==> config.mk <==
export PLATFORM = sky130hd
export DESIGN_NAME = mem2_ctrl
export DESIGN_NICKNAME = d
export VERILOG_FILES = /design/src/rtl/mem2_ctrl.sv
export SDC_FILE = /design/constraint.sdc
export NUM_CORES = 1
export LEC_CHECK = 0
export ABC_AREA = 1
export CORE_UTILIZATION = 45
export CTS_CLUSTER_SIZE = 25
export DETAILED_ROUTE_END_ITERATION = 7
export PLACE_DENSITY = 0.7
export SLEW_MARGIN = 20
export SYNTH_ARGS = -nofsm -noshare
export SYNTH_HDL_FRONTEND = slang
export SYNTH_SLANG_ARGS = --single-unit
==> constraint.sdc <==
create_clock -name clk -period 1.4 [get_ports clk]
set_clock_uncertainty 0.2 [all_clocks]
set_input_delay 0.14 -clock clk [delete_from_list [all_inputs] [get_ports clk]]
set_output_delay 0.14 -clock clk [all_outputs]
set_load 0.01 [all_outputs]
==> src/rtl/mem2_ctrl.sv <==
// MEM->MEM2 boundary sequencer: one data-memory request per load/store,
// bounded response wait, and drain of responses orphaned by a CP0 flush.
module mem2_ctrl #(
    parameter int TIMEOUT_CYC = 255
) (
    input  logic clk,
    input  logic rst,
    input  logic MEM_Valid,
    input  logic MEM_IsMemReq,
    input  logic MEM_ExceptValid,
    input  logic CP0_Flush,
    input  logic DCache_ReqReady,
    input  logic DCache_RespValid,
    output logic DCache_ReqValid,
    output logic MEM_Stall,
    output logic MEM2_Wr,
    output logic MEM2_Flush,
    output logic MEM_TimeoutExc
);

    localparam int CW = $clog2(TIMEOUT_CYC + 1);
    localparam logic [CW-1:0] CNT_LAST = CW'(TIMEOUT_CYC - 1);

    typedef enum logic [1:0] {
        S_IDLE,
        S_REQ,
        S_WAIT,
        S_DRAIN
    } state_t;

    state_t state;
    state_t state_nxt;
    logic [CW-1:0] cnt;
    logic [CW-1:0] cnt_nxt;
    logic issue;
    logic cnt_last;

    assign issue = MEM_Valid & MEM_IsMemReq & ~MEM_ExceptValid & ~CP0_Flush;
    assign cnt_last = (cnt == CNT_LAST);

    always_ff @(posedge clk or negedge rst) begin
        if (!rst) begin
            state <= S_IDLE;
            cnt   <= '0;
        end else begin
            state <= state_nxt;
            cnt   <= cnt_nxt;
        end
    end

    always_comb begin
        state_nxt       = state;
        cnt_nxt         = cnt;
        DCache_ReqValid = 1'b0;
        MEM_Stall       = 1'b0;
        MEM2_Wr         = 1'b0;
        MEM2_Flush      = 1'b0;
        MEM_TimeoutExc  = 1'b0;

        if (!rst) begin
            state_nxt  = S_IDLE;
            cnt_nxt    = '0;
            MEM2_Flush = 1'b1;
        end else begin
            unique case (state)
                S_IDLE: begin
                    cnt_nxt = '0;
                    if (CP0_Flush) begin
                        MEM2_Flush = 1'b1;
                    end else if (issue) begin
                        DCache_ReqValid = 1'b1;
                        MEM_Stall       = 1'b1;
                        MEM2_Flush      = 1'b1;
                        state_nxt = DCache_ReqReady ? S_WAIT : S_REQ;
                    end else begin
                        MEM2_Wr = 1'b1;
                    end
                end

                S_REQ: begin
                    cnt_nxt = '0;
                    if (CP0_Flush) begin
                        MEM2_Flush = 1'b1;
                        state_nxt  = S_IDLE;
                    end else begin
                        DCache_ReqValid = 1'b1;
                        MEM_Stall       = 1'b1;
                        MEM2_Flush      = 1'b1;
                        if (DCache_ReqReady) state_nxt = S_WAIT;
                    end
                end

                S_WAIT: begin
                    cnt_nxt = cnt + 1'b1;
                    // A flush kills the owner; an unanswered request must drain
                    if (CP0_Flush) begin
                        MEM2_Flush = 1'b1;
                        if (DCache_RespValid) begin
                            state_nxt = S_IDLE;
                        end else begin
                            state_nxt = S_DRAIN;
                            cnt_nxt   = '0;
                        end
                    end else if (DCache_RespValid) begin
                        MEM2_Wr   = 1'b1;
                        state_nxt = S_IDLE;
                    end else if (cnt_last) begin
                        MEM2_Wr        = 1'b1;
                        MEM_TimeoutExc = 1'b1;
                        state_nxt      = S_DRAIN;
                        cnt_nxt        = '0;
                    end else begin
                        MEM_Stall  = 1'b1;
                        MEM2_Flush = 1'b1;
                    end
                end

                S_DRAIN: begin
                    cnt_nxt = cnt + 1'b1;
                    if (DCache_RespValid || cnt_last) begin
                        state_nxt = S_IDLE;
                        cnt_nxt   = '0;
                    end
                    // A new load/store holds until IDLE so requests never overlap
                    if (CP0_Flush) begin
                        MEM2_Flush = 1'b1;
                    end else if (issue) begin
                        MEM_Stall  = 1'b1;
                        MEM2_Flush = 1'b1;
                    end else begin
                        MEM2_Wr = 1'b1;
                    end
                end
            endcase
        end
    end

endmodule

After elaboration in Yosys (flattened, before gate mapping)

Cells that the tools add are included.

Bits of input ports: 8
Word-level logic and storage cells: 66
Register bits after elaboration: 10

Add/sub/neg operators: 1
Reductions and logical operators: 5
Mux-type cells: 44
Bitwise logic cells: 5
Equal/unequal tests: 9

Operators by type and width:

| operator            | count |
|---|---|
| $mux 8              | 6 |
| $pmux 8 s3          | 1 |
| $mux 2              | 11 |
| $mux 1              | 21 |
| $ne 3x3->1 const B  | 3 |
| $add 8x1->8 const B | 1 |
| $eq 8x8->1 const B  | 1 |
| $pmux 2 s4          | 1 |
| $pmux 1 s3          | 2 |
| $ne 5x5->1 const B  | 1 |
| $reduce_and 5->1    | 1 |
| $eq 2x2->1 const B  | 2 |
| $ne 4x4->1 const B  | 1 |
| $pmux 1 s2          | 2 |
| $reduce_or 2->1     | 2 |
| $and 1x1->1         | 3 |
| $eq 2x1->1 const B  | 1 |
| $logic_not 2->1     | 1 |
| $not 1->1           | 2 |
| $logic_or 1x1->1    | 1 |

Longest topological paths before layout

Word-level depth: 7
Mapped depth: 11
Depth with buffers taken out: 11

Worst setup path after synthesis

Ideal clock, no wire load.

Kind: register -> output
From: register cnt[0]
To: output port MEM2_Flush
Arrival time: 1.227 ns
Required time: 1.060 ns
Stages on the path, launching flop included: 9
Path slack: -0.167 ns
Path through: dfrtp_1 inv_1 ha_1 inv_1 nor2_1 nand2_1 nand2_1 nor2_1 or3_1

Longest elaborated chain between the ends: 6

RTL lines:

| item                   | line | text |
|---|---|---|
| from (decl)            | 33   | `logic [CW-1:0] cnt;` |
| from (signal assigned) | 47   | `cnt <= cnt_nxt;` |
| $eq 8x8->1             | 39   | `assign cnt_last = (cnt == CNT_LAST);` |
| $mux 1                 | 107  | `end else if (cnt_last) begin` |
| $mux 1                 | 104  | `end else if (DCache_RespValid) begin` |
| $mux 1                 | 96   | `if (CP0_Flush) begin` |
| $pmux 1 s3             | 65   | `unique case (state)` |
| $mux 1                 | 60   | `if (!rst) begin` |
| to (decl)              | 17   | `output logic MEM2_Flush,` |

Every way passes these cells.

Final worst setup path

Ends and elaborated chain as after synthesis.

==> impl_metrics.tcl <==
set metrics [dict create \
    outcome "complete, but fails checks" \
    violations "setup timing" \
    ys_top_cells_by_area "dfrtp_1, ha_1, nand2_1" \
    boundaryPins 13 \
    firstDrtPassIters 5 \
    critical_path_class "reg2out" \
    wire_per_inst_um 19.3 \
    startpoint_type "flip-flop" \
    drc 0 \
    synth_cells 101 \
    dieArea_um2 1820 \
    final_util 0.920 \
    wl_met2_mm 1.63 \
    switchingPower_mw 0.722 \
    synth.most_common_cell "nand2_1" \
    rows 14 \
    arrival_ns 1.72 \
    routed.top_layer "met4" \
    finalWorstSetupSlack_ns -0.663 \
    timing.fmax_mhz 485 \
    power.total_mw 1.75 \
    rsz0062_at_grt "yes" \
    m1WireLength_mm 1.16 \
    cts-root-buf "clkbuf_4" \
    fin_crit_ns 2.06 \
    fin_cells 173 \
    internal_power_mw 1.03 \
    yosysWarnings 0 \
    die_height_um 42.7 \
    yosys.area.top_type "dfrtp_1" \
    ys_ff_latch 10 \
    wl_mm 3.34 \
    clockBufferDepth 2 \
    synthTopCellsByCount "nand2_1, nor2_1, inv_1" \
    clock_latency_ns 0.26 \
    drt.antenna.violating_nets 0 \
    r2r_cells 11 \
    swShare 0.412 \
    yosysTopAreaCellShare 0.336 \
    finalCritPeriodShare 1.47 \
    synthesis.area_um2 744 \
    cts_htree_levels 1 \
    synth_edf_count 0 \
    die_width_um 42.7 \
    synth_ff_type "dfrtp_1" \
    clkPwrFrac 0.150 \
    globalplace.congestion 0.818 \
    relSlewSlack 0.749 \
    grt_max_degree 14 \
    met3WireLength_um 315 \
    clkTransAtPathRegs_ns 0.07 \
    ir_drop_v 0.00114 \
    syn_area_per_cell_um2 7.37 \
    hold_violations 0 \
    core_um2 1520 \
    dp.cells 158 \
    numCtsBuffers 3 \
    dr_total_vias 1031 \
    grt.total_usage 0.312 \
    drv_slew 0 \
    place_ws_ns -0.771 \
    leakage_nw 0.680 \
    overflow 0 \
    timing.setup.tns_ns -6.91 \
    numPortBuffers 12 \
    synth.distinct_cells 19 \
    grt_pass1_wl_mm 4.16 \
    synth-seq-area-share 0.336 \
    max-cap-violations 0 \
    antenna_found_initial 0 \
    fin_nets 173 \
    initial_core_util 0.489 \
    cts.sinks 10 \
    required_ns 1.06 \
    first_iter_violations 69 \
    seqPwrFrac 0.197 \
    place_hpwl_mm 1.51 \
    diodes 0 \
    area_delta_synth_final_pct 88.2 \
    worstHoldPathType "in2async" \
    drive_above_1_share 0.548 \
    tightest_slew_ns 0.372 \
    viasPerCell 5.96 \
    powerDensity_nw_per_um2 1250 \
    cts-hold-fix-buffers 0 \
    first_global_vias 933 \
    power.share.combinational 0.653 \
    setup_viol 15 \
    worstPathMaxFanout 2 \
    cp-end-kind "primary output" \
    cts_tree "done" \
    syn_nets 116 \
    ys_async_sr_fraction 1.00 \
]
## cells in the final DEF (no fill, tap or decap), types with 4 or more instances in the layout
master / n
buf_2: 4
buf_4: 36
buf_6: 5
clkdlybuf4s50_1: 7
dfrtp_1: 10
ha_4: 4
inv_1: 7
inv_2: 7
nand2_1: 14
nand2_2: 8
nor2_1: 15
xor2_1: 4
## per-layer routing
| layer | vias up | track usage |
|---|---|---|
| met1 | 472 | 0.351 |
| met5 | - | 0 |
| met2 | 99 | 0.564 |
| met3 | 30 | 0.0936 |
| li1 | 430 | - |
| met4 | 0 | 0.0813 |
## area by class of cell
| class | count | area, um^2 |
|---|---|---|
| Clock buffer | 4 | 36.3 |
| Fill cell | 59 | 123 |
| Inverter | 14 | 52.6 |
| Multi-Input combinational cell | 77 | 626 |
| Sequential cell | 10 | 250 |
| Tap cell | 16 | 20.0 |
| Timing Repair Buffer | 52 | 417 |
## power groups by stage
stage	Clock, mW	Combinational, mW	Sequential [mW]
after global routing	0.278	1.20	0.346
after detailed placement	0	0.734	0.343
final	0.263	1.14	0.346
after CTS	0.261	0.877	0.340
after floorplan	0	0.402	0.345
after global placement	0	0.703	0.344
## critical path, cell delays in order, from the launching register on
cell	delay [ns]
dfrtp_1	0.40
inv_2	0.10
ha_4	0.14
inv_2	0.04
nor2_1	0.08
nand2_1	0.11
nand2_2	0.09
nor2_1	0.05
or3_4	0.32
buf_6	0.13
## stage by stage
stage               instance area (um^2)  hold slack, ns
global route                        1400           0.118
finish                              1400           0.104
global placement                    1160           0.306
floorplan                            805          -0.356
detailed placement                  1160           0.317
CTS                                 1330          0.0913
## registers in the layout, indices dropped and copies added (netlist names)
signal and count:
cnt 8, state 2
## cells by family (layout without fill, tap and decap cells)
logic type               Yosys count  after routing  synth area share
flip-flops                        10             10             0.336
AND/OR/NAND/NOR                   56             56             0.350
buffers and inverters             14             70            0.0706
AO/OA/AOI/OAI                      8              8            0.0555
adder cells (fa/ha/maj)            7              7             0.118
XOR/XNOR                           6              6            0.0706
## path summary, 6_finish.rpt
kind | startpoint | to | slack [ns]
worst max-delay path | cnt[0]$_DFF_PN0_ | MEM2_Flush | -0.66
worst min-delay path | rst | cnt[3]$_DFF_PN0_ | 0.10
worst max register to register | cnt[0]$_DFF_PN0_ | state[1]$_DFFE_PN0P_ | -0.48
worst min register to register | cnt[1]$_DFF_PN0_ | cnt[1]$_DFF_PN0_ | 0.41
max in group asynchronous | rst | cnt[4]$_DFF_PN0_ | 0.73
min in group clk | cnt[1]$_DFF_PN0_ | cnt[1]$_DFF_PN0_ | 0.41
## repair_timing
item | 4_1_cts | 5_1_grt
hold endpoints to repair | 0 | 0
gates cloned | 0 | 0
buffers inserted | 8 | 7
pin swaps | 8 | 10
endpoints found under the setup margin | 15 | 15
resized for setup | 45 | 14
Note: power is estimated with default switching activity, not from simulation.
